===== src/rtl/lsu_pkg.sv =====
`default_nettype none
// ============================================================================
// Module : lsu_pkg
// Brief  : Shared encodings for the load/store unit (sizes, FSM, opinfo bits)
// Rev    : 1.0
// ============================================================================
package lsu_pkg;

  localparam int XLEN_DEF = 32;
  localparam int AW_DEF   = 32;

  localparam logic [2:0] F3_B  = 3'b000;
  localparam logic [2:0] F3_H  = 3'b001;
  localparam logic [2:0] F3_W  = 3'b010;
  localparam logic [2:0] F3_BU = 3'b100;
  localparam logic [2:0] F3_HU = 3'b101;

  // Bit positions of the load/store flags inside the exu opinfo vector
  localparam int OPINFO_LOAD_BIT  = 0;
  localparam int OPINFO_STORE_BIT = 1;

  typedef enum logic [1:0] {
    IDLE = 2'd0,
    REQ  = 2'd1,
    RESP = 2'd2,
    DONE = 2'd3
  } state_e;

  typedef enum logic [1:0] {
    SZ_B = 2'd0,
    SZ_H = 2'd1,
    SZ_W = 2'd2
  } size_e;

  // Unused funct3 codes fall through to word accesses
  function automatic size_e f3_size(input logic [2:0] f3);
    case (f3)
      F3_B, F3_BU: f3_size = SZ_B;
      F3_H, F3_HU: f3_size = SZ_H;
      default:     f3_size = SZ_W;
    endcase
  endfunction

  function automatic logic f3_unsigned(input logic [2:0] f3);
    f3_unsigned = (f3 == F3_BU) || (f3 == F3_HU);
  endfunction

endpackage
`default_nettype wire


===== src/rtl/lsu_align.sv =====
`default_nettype none
// ============================================================================
// Module : lsu_align
// Brief  : Lane steering for stores, lane extraction/extension for loads
// Rev    : 1.0
// ============================================================================
module lsu_align
  import lsu_pkg::*;
#(
  parameter int XLEN = XLEN_DEF
) (
  input  logic [2:0]      funct3_i,
  input  logic [1:0]      off_i,
  input  logic [XLEN-1:0] st_data_i,
  input  logic [XLEN-1:0] ld_word_i,
  output logic [XLEN-1:0] st_data_o,
  output logic [3:0]      wmask_o,
  output logic [XLEN-1:0] ld_data_o,
  output logic            misalign_o
);

  size_e           w_size;
  logic            w_uns;
  logic [4:0]      w_shamt;
  logic [XLEN-1:0] w_lane;

  always_comb begin
    w_size     = f3_size(funct3_i);
    w_uns      = f3_unsigned(funct3_i);
    w_shamt    = {off_i, 3'b000};
    w_lane     = ld_word_i >> w_shamt;
    st_data_o  = st_data_i << w_shamt;
    wmask_o    = 4'b1111;
    ld_data_o  = ld_word_i;
    misalign_o = 1'b0;
    case (w_size)
      SZ_B: begin
        wmask_o   = 4'b0001 << off_i;
        ld_data_o = w_uns ? {{(XLEN-8){1'b0}}, w_lane[7:0]}
                          : {{(XLEN-8){w_lane[7]}}, w_lane[7:0]};
      end
      SZ_H: begin
        misalign_o = off_i[0];
        wmask_o    = 4'b0011 << off_i;
        ld_data_o  = w_uns ? {{(XLEN-16){1'b0}}, w_lane[15:0]}
                           : {{(XLEN-16){w_lane[15]}}, w_lane[15:0]};
      end
      default: begin
        misalign_o = |off_i;
      end
    endcase
  end

endmodule
`default_nettype wire


===== src/rtl/lsu.sv =====
`default_nettype none
// ============================================================================
// Module : lsu
// Brief  : Load/store unit, single-outstanding bus, valid/ready on both sides
// Rev    : 1.0
// ============================================================================
module lsu
  import lsu_pkg::*;
#(
  parameter int XLEN = XLEN_DEF,
  parameter int AW   = AW_DEF
) (
  input  logic            clock,
  input  logic            reset,
  input  logic            l_valid_i,
  output logic            l_ready_o,
  input  logic            is_load_i,
  input  logic            is_store_i,
  input  logic [2:0]      funct3_i,
  input  logic [XLEN-1:0] res_i,
  input  logic [XLEN-1:0] wdata_i,
  output logic            w_valid_o,
  input  logic            w_ready_i,
  output logic [XLEN-1:0] res_o,
  output logic            misalign_o,
  output logic            mem_req_valid_o,
  input  logic            mem_req_ready_i,
  output logic [AW-1:0]   mem_req_addr_o,
  output logic            mem_req_wen_o,
  output logic [XLEN-1:0] mem_req_wdata_o,
  output logic [3:0]      mem_req_wmask_o,
  input  logic            mem_resp_valid_i,
  input  logic [XLEN-1:0] mem_resp_data_i,
  output logic            mem_resp_ready_o
);

  state_e          state_q, state_d;
  logic            ld_q, st_q;
  logic [2:0]      f3_q;
  logic [AW-1:0]   addr_q;
  logic [XLEN-1:0] wdata_q;
  logic [XLEN-1:0] res_q, res_d;
  logic            mis_q, mis_d;

  logic            w_idle;
  logic            w_accept;
  logic [2:0]      w_f3;
  logic [1:0]      w_off;
  logic [XLEN-1:0] w_st_data;
  logic [3:0]      w_wmask;
  logic [XLEN-1:0] w_ld_data;
  logic            w_mis;

  // In IDLE the aligner looks at the incoming op so misalignment is known at accept
  assign w_idle   = (state_q == IDLE);
  assign w_accept = w_idle & l_valid_i;
  assign w_f3     = w_idle ? funct3_i   : f3_q;
  assign w_off    = w_idle ? res_i[1:0] : addr_q[1:0];

  lsu_align #(.XLEN(XLEN)) u_align (
    .funct3_i   (w_f3),
    .off_i      (w_off),
    .st_data_i  (wdata_q),
    .ld_word_i  (mem_resp_data_i),
    .st_data_o  (w_st_data),
    .wmask_o    (w_wmask),
    .ld_data_o  (w_ld_data),
    .misalign_o (w_mis)
  );

  always_ff @(posedge clock or posedge reset) begin
    if (reset) begin
      state_q <= IDLE;
      ld_q    <= 1'b0;
      st_q    <= 1'b0;
      f3_q    <= 3'b000;
      addr_q  <= '0;
      wdata_q <= '0;
      res_q   <= '0;
      mis_q   <= 1'b0;
    end else begin
      state_q <= state_d;
      res_q   <= res_d;
      mis_q   <= mis_d;
      if (w_accept) begin
        ld_q    <= is_load_i;
        st_q    <= is_store_i;
        f3_q    <= funct3_i;
        addr_q  <= res_i[AW-1:0];
        wdata_q <= wdata_i;
      end
    end
  end

  always_comb begin
    state_d          = state_q;
    res_d            = res_q;
    mis_d            = mis_q;
    l_ready_o        = 1'b0;
    w_valid_o        = 1'b0;
    res_o            = '0;
    misalign_o       = 1'b0;
    mem_req_valid_o  = 1'b0;
    mem_req_addr_o   = '0;
    mem_req_wen_o    = 1'b0;
    mem_req_wdata_o  = '0;
    mem_req_wmask_o  = 4'b0000;
    mem_resp_ready_o = 1'b0;
    case (state_q)
      IDLE: begin
        l_ready_o = 1'b1;
        if (l_valid_i) begin
          if (!(is_load_i || is_store_i)) begin
            res_d   = res_i;
            mis_d   = 1'b0;
            state_d = DONE;
          end else if (w_mis) begin
            res_d   = '0;
            mis_d   = 1'b1;
            state_d = DONE;
          end else begin
            res_d   = '0;
            mis_d   = 1'b0;
            state_d = REQ;
          end
        end
      end
      REQ: begin
        mem_req_valid_o = 1'b1;
        mem_req_addr_o  = {addr_q[AW-1:2], 2'b00};
        mem_req_wen_o   = st_q;
        mem_req_wdata_o = st_q ? w_st_data : '0;
        mem_req_wmask_o = w_wmask;
        if (mem_req_ready_i) state_d = RESP;
      end
      RESP: begin
        mem_resp_ready_o = 1'b1;
        if (mem_resp_valid_i) begin
          res_d   = ld_q ? w_ld_data : '0;
          state_d = DONE;
        end
      end
      default: begin
        w_valid_o  = 1'b1;
        res_o      = res_q;
        misalign_o = mis_q;
        if (w_ready_i) state_d = IDLE;
      end
    endcase
  end

endmodule
`default_nettype wire

===== config.mk =====
export PLATFORM = sky130hd
export DESIGN_NAME = lsu
export DESIGN_NICKNAME = d
export VERILOG_FILES = /design/src/rtl/lsu_pkg.sv /design/src/rtl/lsu_align.sv /design/src/rtl/lsu.sv
export SDC_FILE = /design/constraint.sdc
export NUM_CORES = 1
export LEC_CHECK = 0
export CAP_MARGIN = 0
export CORE_UTILIZATION = 43
export DETAILED_ROUTE_END_ITERATION = 7
export GPL_TIMING_DRIVEN = 0
export PLACE_DENSITY = 0.76
export SLEW_MARGIN = 20
export SYNTH_ARGS = -nofsm -noshare
export SYNTH_HDL_FRONTEND = slang
export SYNTH_HIERARCHICAL = 1
export SYNTH_SLANG_ARGS = --single-unit
export TNS_END_PERCENT = 1

===== constraint.sdc =====
create_clock -name clock -period 3.35 [get_ports clock]
set_input_delay 0.67 -clock clock [delete_from_list [all_inputs] [get_ports clock]]
set_output_delay 0.67 -clock clock [all_outputs]
set_load 0.05 [all_outputs]

==> out/results.ini <==
[floorplan]
die_area_um2=15700
core-area_um2=14700
floorplan.initialDensity=0.445
die_height_um=125
row_count=44
dieWidth_um=125
design.portCount=213

[synthesis]
synthCells=626
ys_warn_count=6
seq_area_frac_synth=0.398
post_synth_instance_area_um2=6540
post_synth_main_area_contributors=sky130_fd_sc_hd__dfrtp_1 (40%), sky130_fd_sc_hd__mux2_2 (12%), sky130_fd_sc_hd__and2_1 (7.5%), sky130_fd_sc_hd__mux2_4 (7.1%), sky130_fd_sc_hd__a22o_1 (4.3%)
post_synth_num_cell_types=37
yosys.area.top_type=sky130_fd_sc_hd__dfrtp_1
async_set_reset_flop_share_out_of_synthesis=1.00
synth-edff-count=0
yosys-top-cells-count=sky130_fd_sc_hd__dfrtp_1 (104), sky130_fd_sc_hd__and2_1 (78), sky130_fd_sc_hd__mux2_2 (68), sky130_fd_sc_hd__nand2_1 (59)
yosys_most_used_dff=sky130_fd_sc_hd__dfrtp_1
syn-mean-instance-area_um2=10.4
yosys.area.top_type_share=0.398
library_cell_with_the_highest_instance_count_after_synthesis=sky130_fd_sc_hd__dfrtp_1
synth-seq-cells=104

[global_route]
grt_pass1_vias=5834
grt_start_max_net_pins=54
initial_antenna_violation_count=0
track_usage=0.271
grt_first_pass_wirelength_um=32600
grt.overflow.total=0

[finish]
nNetsFinal=964
fin_area_um2=9340
stdcell_count=1038
fill_cell_total_of_the_finished_layout=1184
post_route_cells_drive_above_1_share=0.251
area_growth_syn_to_fin_pct=42.9
utilization=0.635
insertedDiodeCount=0

[pwr]
power_frac_seq=0.236
irDropWorstVdd_v=0.000508
power_density_nw_per_um2=1030
clk_network_pwr_share=0.109
switchingPower_mw=4.49
leakagePower_nw=4.22
netSwitchingFraction=0.468
comb_power_share=0.655
cell_internal_pwr_mw=5.11

[run_status]
run_status=finished with violations
failed_checks=DRC, setup timing

[min_path]
worstHoldPathType=flop to flop

[timing]
hold_viol_final=0
final_period_minus_worst_setup_slack_ns=3.36
setup_viol=1
post-route-worst-setup-slack_ns=-0.0102
remaining_max_slew_budget_at_the_tightest_pin=0.558
worst-slew-pin-transition_ns=0.663
max_clock_freq_mhz=298
final.period_utilization=1.00
final.setup_skew_ns=0.00549
final.setup.tns_ns=-0.0102
rsz0062_at_grt=true
final-max-slew-violation-count=0

[setup_path]
worstPathMaxFanout=10
crit_path_category=flop to output pin
critPathRequiredTime_ns=2.68
worst_setup_path_end_kind=output pin
worst_setup_path_start_kind=flop
worstPathArrival_ns=2.69

[clock_network]
cts.path.max_buffers=2
tritoncts_num_sinks=104
tritoncts.num_buffers=9
clk_transition_reported_paths_ns=0.07
cts_hold_buf=0
cts_root_buffer=sky130_fd_sc_hd__clkbuf_16
number_of_h_tree_levels=3
clock_latency_ns=0.36
cts_tree=yes

[drt]
route.detailed.wl_per_inst_um=20.0
detailroute.via_count=5823
drt_first_iter_violations=361
detail-route-antenna-nets=0
firstDrtPassIters=8
vias_per_cell=5.61
drt_drc_violations_left=19
detail_route.wirelength_um=20800

[place]
dpl_worst_slack_ns=-0.982
portBuffers=210
final_replace_weighted_congestion=0.907
placedCellCount=1022
place_area_um2=8910
detailed_place_hpwl_um=16000

[run]
cap_viol_max_count=0

## flip-flops by register name, indices dropped and copies added (netlist names)
| name | count |
|---|---|
| st_q | 1 |
| ld_q | 1 |
| wdata_q | 32 |
| mis_q | 1 |
| f3_q | 3 |
| state_q | 2 |
| res_q | 32 |
| addr_q | 32 |
## kinds of logic after synthesis
| family | Yosys count | share of synthesized area |
|---|---|---|
| compound gates | 107 | 0.116 |
| fa+ha+maj | 7 | 0.0134 |
| buf+inv | 59 | 0.0454 |
| flops | 104 | 0.398 |
| mux | 141 | 0.256 |
| other cells | 1 | 0.000574 |
| simple gates | 207 | 0.171 |
## cell usage in the layout, fill, tap and decap left out, types with 15 or more instances in the layout
cell,netlist,final
sky130_fd_sc_hd__clkbuf_1,27,18
sky130_fd_sc_hd__dfrtp_1,104,104
sky130_fd_sc_hd__buf_2,18,21
sky130_fd_sc_hd__mux2_1,15,15
sky130_fd_sc_hd__nand2_1,59,59
sky130_fd_sc_hd__clkdlybuf4s50_1,0,170
sky130_fd_sc_hd__a22o_1,32,32
sky130_fd_sc_hd__and3_1,32,29
sky130_fd_sc_hd__mux2_2,68,66
sky130_fd_sc_hd__mux2i_1,27,27
sky130_fd_sc_hd__and2_1,78,78
sky130_fd_sc_hd__buf_6,6,20
sky130_fd_sc_hd__mux2_4,31,33
sky130_fd_sc_hd__o21ai_0,27,18
sky130_fd_sc_hd__a21oi_1,17,17
## stage by stage
stage               hold WS [ns]  total power, mW
floorplan                  0.442             6.49
global placement           0.460             8.09
detailed placement         0.473             8.27
CTS                        0.488             9.51
global route               0.509             10.1
finish                     0.491             9.60
## power groups by stage
stage / logic, mW / clock network, mW / registers (mW)
after global routing: 6.70 / 1.11 / 2.33
after global placement: 5.86 / 0 / 2.23
final: 6.29 / 1.05 / 2.27
after floorplan: 4.38 / 0 / 2.11
after detailed placement: 6.00 / 0 / 2.27
after CTS: 6.20 / 1.06 / 2.26
## worst max-delay path: stages, from the launching register on
cell and delay (ns):
sky130_fd_sc_hd__dfrtp_1 0.40, sky130_fd_sc_hd__inv_2 0.12, sky130_fd_sc_hd__ha_4 0.16, sky130_fd_sc_hd__buf_8 0.13
sky130_fd_sc_hd__mux2_4 0.32, sky130_fd_sc_hd__buf_6 0.16, sky130_fd_sc_hd__buf_6 0.16, sky130_fd_sc_hd__buf_6 0.17
sky130_fd_sc_hd__a211oi_1 0.25, sky130_fd_sc_hd__a21oi_1 0.06, sky130_fd_sc_hd__and3_1 0.20, sky130_fd_sc_hd__buf_4 0.19
## path summary, 6_finish.rpt
kind / startpoint / to / slack, ns / cells past startpoint
worst max-delay path: state_q[1] / mem_req_wdata_o[28] / -0.01 / 11
worst min-delay path: mis_q / mis_q / 0.49 / 2
worst max register to register: state_q[1] / res_q[28] / 0.12 / 12
worst min register to register: mis_q / mis_q / 0.49 / 2
max in group asynchronous: reset / addr_q[4] / 1.99 / 3
min in group asynchronous: reset / addr_q[28] / 0.73 / 2
## repair_timing
action / in CTS / in global routing
buffers inserted: 2 / 0
endpoints found under the setup margin: 78 / 72
gates resized for setup: 238 / 31
pin swaps: 0 / 0
## per-layer routing
layer | vias to the layer above | part of all wire | GRT usage
li1 | 2649 | - | -
met1 | 2865 | 0.42 | 0.352
met2 | 277 | 0.48 | 0.447
met3 | 32 | 0.082 | 0.0693
met4 | 0 | 0.023 | 0.0803
met5 | - | 0 | 0
## final cells by class
class                           count  area (um^2)  area share
Tap cell                          184          230      0.0247
Clock inverter                      5         58.8     0.00630
Buffer                             54          347      0.0371
Inverter                            4         20.0     0.00214
Multi-Input combinational cell    464         3720       0.399
Sequential cell                   104         2600       0.279
Clock buffer                       10          229      0.0245
Timing Repair Buffer              213         2130       0.228
Note: power is estimated with default switching activity, not from simulation.
